### src/rtl/dmem_host_arbiter_if.sv
// dmem_host_arbiter_if: host channel bundle (request/grant/ack with packed per-host commands).
interface dmem_host_arbiter_if #(
    parameter int NUM_HOST = 2,
    parameter int ADDR_W   = 32,
    parameter int DATA_W   = 32
);
    logic [NUM_HOST-1:0]        req;
    logic [NUM_HOST-1:0]        we;
    logic [NUM_HOST*ADDR_W-1:0] addr;
    logic [NUM_HOST*DATA_W-1:0] wdata;
    logic [NUM_HOST-1:0]        gnt;
    logic [NUM_HOST-1:0]        ack;
    logic [DATA_W-1:0]          rdata;
    modport master (output req, we, addr, wdata, input gnt, ack, rdata);
    modport slave  (input req, we, addr, wdata, output gnt, ack, rdata);
endinterface

### src/rtl/dmem_host_arbiter.sv
// dmem_host_arbiter: shares data_mem between the core and round-robin host channels,
// stalling the core for one cycle when a host has waited STARVE_MAX cycles.
module dmem_host_arbiter #(
    parameter int DATA_W     = 32,
    parameter int ADDR_W     = 32,
    parameter int NUM_HOST   = 2,
    parameter int STARVE_MAX = 15
) (
    input  logic              clk,
    input  logic              rst,
    input  logic              cpu_run,
    input  logic              cpu_mem_en,
    input  logic              cpu_we,
    input  logic [2:0]        cpu_funct3,
    input  logic [ADDR_W-1:0] cpu_addr,
    input  logic [DATA_W-1:0] cpu_wdata,
    output logic              cpu_stall,
    dmem_host_arbiter_if.slave host,
    output logic              mem_we,
    output logic [2:0]        mem_funct3,
    output logic [ADDR_W-1:0] mem_addr,
    output logic [DATA_W-1:0] mem_wdata,
    input  logic [DATA_W-1:0] mem_rdata
);
    localparam int PW = NUM_HOST > 1 ? $clog2(NUM_HOST) : 1;
    localparam int CW = STARVE_MAX > 0 ? $clog2(STARVE_MAX + 1) : 1;
    logic [PW-1:0] ptr, sel, nxt;
    logic [CW-1:0] starve;
    logic          core_slot, host_slot;
    // First requester at or after the pointer; ptr+k never exceeds 2*NUM_HOST-2, so one wrap suffices.
    always_comb begin
        logic          found;
        logic [PW:0]   sum;
        logic [PW-1:0] idx;
        found = 1'b0;
        sel   = '0;
        for (int k = 0; k < NUM_HOST; k++) begin
            sum = {1'b0, ptr} + (PW+1)'(k);
            idx = sum >= (PW+1)'(NUM_HOST) ? PW'(sum - (PW+1)'(NUM_HOST)) : PW'(sum);
            if (!found && host.req[idx]) begin
                found = 1'b1;
                sel   = idx;
            end
        end
    end
    assign nxt        = sel == PW'(NUM_HOST - 1) ? '0 : sel + 1'b1;
    assign core_slot  = cpu_run & cpu_mem_en & ~cpu_stall;
    assign host_slot  = rst & ~core_slot & (|host.req);
    assign host.gnt   = host_slot ? NUM_HOST'(1) << sel : '0;
    assign mem_we     = rst & (core_slot ? cpu_we : host_slot & host.we[sel]);
    assign mem_funct3 = host_slot ? 3'b010 : cpu_funct3;
    assign mem_addr   = host_slot ? host.addr[sel*ADDR_W +: ADDR_W] : cpu_addr;
    assign mem_wdata  = host_slot ? host.wdata[sel*DATA_W +: DATA_W] : cpu_wdata;
    always_ff @(posedge clk or negedge rst) begin
        if (!rst) begin
            ptr        <= '0;
            starve     <= '0;
            cpu_stall  <= 1'b0;
            host.ack   <= '0;
            host.rdata <= '0;
        end else begin
            host.ack  <= host.gnt;
            cpu_stall <= 1'b0;
            if (host_slot) ptr <= nxt;
            if (host_slot && !host.we[sel]) host.rdata <= mem_rdata;
            if (!cpu_run || host_slot) starve <= '0;
            else if (|host.req) begin
                if (STARVE_MAX != 0 && starve == CW'(STARVE_MAX - 1)) begin
                    starve    <= '0;
                    cpu_stall <= 1'b1;
                end else if (starve != '1) starve <= starve + 1'b1;
            end
        end
    end
endmodule

### src/flat_wrapper.sv
// flat-port wrapper written by rule: the top's interface ports become plain ports
module dmem_host_arbiter_flat 
#(
    parameter int DATA_W     = 32,
    parameter int ADDR_W     = 32,
    parameter int NUM_HOST   = 2,
    parameter int STARVE_MAX = 15
)
  (clk, rst, cpu_run, cpu_mem_en, cpu_we, cpu_funct3, cpu_addr, cpu_wdata, cpu_stall, mem_we, mem_funct3, mem_addr, mem_wdata, mem_rdata, host_req, host_we, host_addr, host_wdata, host_gnt, host_ack, host_rdata);
  dmem_host_arbiter_if #(.NUM_HOST(NUM_HOST), .ADDR_W(ADDR_W), .DATA_W(DATA_W)) host_i ();
  input  logic clk;
  input  logic rst;
  input  logic cpu_run;
  input  logic cpu_mem_en;
  input  logic cpu_we;
  input  logic [2:0] cpu_funct3;
  input  logic [ADDR_W-1:0] cpu_addr;
  input  logic [DATA_W-1:0] cpu_wdata;
  output logic cpu_stall;
  output logic mem_we;
  output logic [2:0] mem_funct3;
  output logic [ADDR_W-1:0] mem_addr;
  output logic [DATA_W-1:0] mem_wdata;
  input  logic [DATA_W-1:0] mem_rdata;
  input wire logic [$bits(host_i.req)-1:0] host_req;
  input wire logic [$bits(host_i.we)-1:0] host_we;
  input wire logic [$bits(host_i.addr)-1:0] host_addr;
  input wire logic [$bits(host_i.wdata)-1:0] host_wdata;
  output wire logic [$bits(host_i.gnt)-1:0] host_gnt;
  output wire logic [$bits(host_i.ack)-1:0] host_ack;
  output wire logic [$bits(host_i.rdata)-1:0] host_rdata;
  assign host_i.req = host_req;
  assign host_i.we = host_we;
  assign host_i.addr = host_addr;
  assign host_i.wdata = host_wdata;
  assign host_gnt = host_i.gnt;
  assign host_ack = host_i.ack;
  assign host_rdata = host_i.rdata;
  dmem_host_arbiter #(.DATA_W(DATA_W), .ADDR_W(ADDR_W), .NUM_HOST(NUM_HOST), .STARVE_MAX(STARVE_MAX)) u_core (.clk(clk), .rst(rst), .cpu_run(cpu_run), .cpu_mem_en(cpu_mem_en), .cpu_we(cpu_we), .cpu_funct3(cpu_funct3), .cpu_addr(cpu_addr), .cpu_wdata(cpu_wdata), .cpu_stall(cpu_stall), .host(host_i), .mem_we(mem_we), .mem_funct3(mem_funct3), .mem_addr(mem_addr), .mem_wdata(mem_wdata), .mem_rdata(mem_rdata));
endmodule
### config.mk
export PLATFORM = sky130hd
export DESIGN_NAME = dmem_host_arbiter_flat
export DESIGN_NICKNAME = d
export VERILOG_FILES = /design/src/rtl/dmem_host_arbiter_if.sv /design/src/rtl/dmem_host_arbiter.sv /design/src/flat_wrapper.sv
export SDC_FILE = /design/constraint.sdc
export NUM_CORES = 1
export LEC_CHECK = 0
export BUFFER_PORTS_ARGS = -buffer_cell sky130_fd_sc_hd__clkbuf_2
export CAP_MARGIN = 5
export CORE_AREA = 2 2 133 135
export DETAILED_ROUTE_END_ITERATION = 12
export DIE_AREA = 0 0 135 137
export SYNTH_ARGS = -nofsm -noshare
export SYNTH_HDL_FRONTEND = slang
export SYNTH_SLANG_ARGS = --single-unit
### constraint.sdc
create_clock -name clk -period 3.9 [get_ports clk]
set_input_delay 0 -clock clk [delete_from_list [all_inputs] [get_ports clk]]
set_output_delay 0 -clock clk [all_outputs]
set_load 0.05 [all_outputs]
==> out/results.txt <==
DR vias: 3669
fmax: 365 MHz
DP Worst Slack: 1.52 ns
Slew headroom: 43.8%
leakage: 2.73 nW
met2 Track Usage GR: 24.4%
Final Max Tran Viols: 0
Starting Density: 16.3%
Syn Area/Cell: 10.4 µm²
Std-Cell Rows: 48
Max Root-Sink Buffers: 2
largest net degree at the start of global routing: 70
Clock transition at path regs: 0.06 ns
Mapped Area: 2790 µm²
synthesis-stage register bit count: 40
commonest non-fill, non-tap cells in the layout: clkbuf_2, and2_1, a221o_1, dfrtp_1, dlygate4sd3_1
Worst setup EP type: output pin
area grow syn2layout: 86.8%
synth warn: 0
cell area power density: 430 nW/µm²
worst-path cell chain: nand3b_1 > nand2_1 > nor2_4 > buf_4 > a221o_1 > clkbuf_2
GR Util met1: 17.5%
final clock skew: 0.00577 ns
Post-Synth Simple-Gate Area: 18.9%
RSZ-0062 raised after global routing: false
Setup Viol. Count Final: 0
slowest stage delay, CP: 0.68 ns
Setup WS post-layout: 1.16 ns
Max Cap Viol: 0
CTS sink cnt: 40
total power draw: 2.24 mW
post-layout minimum cycle time: 2.74 ns
worst-path maximum fanout: 34
Ports: 341
worst setup path class: reg -> out
Die Height: 137 µm
routing usage on met3: 3.33%
crit path DAT: 2.74 ns
Synth Area in XOR/XNOR: 0.314%
die width: 135 µm
CP required: 3.90 ns
buffers and inverters on the worst path: 2
post-synthesis compound-gate area fraction: 26.8%
sequential element share of the synthesized area: 35.9%
dpl hpwl: 11800 µm
Core Region: 17100 µm²
die area: 18500 µm²
wire per inst: 17.1 µm
DRT iter0 DRCs: 177
Syn Nets: 504
period utilisation layout: 70.3%
largest family of logic cells by synthesized area: compound AO/OA/AOI/OAI gates
Root Buffer: clkbuf_16
worst hold margin: 0.0765 ns
worst skew pair latency: 0.29 ns
clock buffers created by TritonCTS: 5
delay-heaviest family, CP: simple AND/OR/NAND/NOR gates
Top Usage Layer GRT: met2
global-route wire length before repair: 19600 µm
gr usage total: 13.9%
Hold WC Path Type: in -> reg
PortBufs: 340
Worst setup SP type: flip-flop
post_cts resized: 0
H-tree levels: 2
Least-Margin Pin Slew: 0.840 ns
Synth Area in Adders: 0%
layout cell share with drive strength beyond 1: 61.5%
Synth cell types: 28
Setup TNS Final: 0 ns
post-route ant nets: 0
Hold Violations, Final: 0
vias per cell: 4.29
RD Place Congestion: 0.801
most common cell after layout, fill and taps aside: clkbuf_2
vias in the first global route: 3508
Layout Nets: 864
antenna violations before repair: 1
Cells after Synth: 268
multiplexer share of the synthesized area: 13.3%
Peak supply drop: 460 µV
DRC viols: 0
TritonCTS clock tree: yes
CP max-delay cell: nor2_4
drt first pass iters: 4
final wirelength: 14600 µm
status: complete, no violations
total congestion overflow: 0
==> state kept, by name, summed over array words and instances (netlist names) <==
register / flops
u_core.starve: 4
u_core.cpu_stall: 1
u_core.host.ack: 2
u_core.host.rdata: 32
u_core.ptr: 1
==> stage by stage <==
stage / area (µm²) / util [%] / std cells
6_report: 5210 / 30.5 / 855
5_1_grt: 5210 / 30.5 / 855
4_1_cts: 5200 / 30.5 / 854
3_5_place_dp: 4700 / 27.5 / 813
3_3_place_gp: 4700 / 27.5 / 813
2_1_floorplan: 2790 / - / 268
==> where the power goes <==
group | total [mW] | internal (mW) | leakage, nW | switching (mW)
logic | 1.19 | 0.362 | 2.15 | 0.829
registers | 0.555 | 0.505 | 0.484 | 0.0505
clock network | 0.495 | 0.321 | 0.0871 | 0.174
==> worst paths after layout <==
kind | start | to | depth (start not counted) | slack (ns)
max in group asynchronous | rst | u_core.host.rdata[28] | 3 | 3.01
hold reg to reg | u_core.host.rdata[9] | u_core.host.rdata[9] | 1 | 0.49
hold / removal | host_req[1] | u_core.ptr | 2 | 0.08
setup reg to reg | u_core.cpu_stall | u_core.host.rdata[25] | 5 | 1.65
min in group asynchronous | rst | u_core.ptr | 2 | 0.11
setup / recovery | u_core.cpu_stall | mem_addr[16] | 6 | 1.16
==> kinds of logic (layout without fill, tap and decap cells) <==
family | count (synthesis) | count (layout)
xor gates and xnor gates | 1 | 1
other | 0 | 1
DFF | 40 | 40
buffers and inverters | 26 | 387
AOI/OAI and AO/OA | 81 | 81
and+or+nand+nor | 87 | 87
muxes | 33 | 33
==> area by class of cell <==
cell class	count	area (µm²)
Antenna cell	1	2.50
Clock buffer	6	139
Clock inverter	2	38.8
Fill cell	1775	11900
Inverter	1	3.75
Multi-Input combinational cell	202	1670
Sequential cell	40	1000
Tap cell	225	282
Timing Repair Buffer	378	2070
==> cell usage after synthesis (all sizes together) <==
| cell | count | area, µm² |
|---|---|---|
| a211oi | 1 | 20.0 |
| a21oi | 5 | 25.0 |
| a221o | 64 | 641 |
| a31oi | 1 | 6.26 |
| a41oi | 1 | 8.76 |
| and2 | 66 | 413 |
| and3 | 1 | 11.3 |
| buf | 16 | 97.6 |
| clkbuf | 9 | 33.8 |
| dfrtp | 40 | 1000 |
| inv | 1 | 3.75 |
| mux2 | 32 | 360 |
| mux2i | 1 | 10.0 |
| nand2 | 6 | 22.5 |
| nand2b | 3 | 26.3 |
| nand3 | 2 | 10.0 |
| nand3b | 1 | 7.51 |
| nor2 | 6 | 22.5 |
| nor2b | 1 | 6.26 |
| nor4 | 1 | 6.26 |
| o21ai | 8 | 40.0 |
| o22ai | 1 | 6.26 |
| xor2 | 1 | 8.76 |
==> repair_timing <==
action                                  4_1_cts  5_1_grt
hold endpoints to repair                     34        0
hold buffers                                 33        0
endpoints found under the setup margin        0        0
buffers inserted                              0        0
==> layer usage <==
| metal | share of wire (%) | vias to the layer above |
|---|---|---|
| li1 | - | 1755 |
| met1 | 40 | 1713 |
| met2 | 50 | 194 |
| met3 | 8.6 | 7 |
| met4 | 0.55 | 0 |
| met5 | 0 | - |
Note: power is estimated with default switching activity, not from simulation.
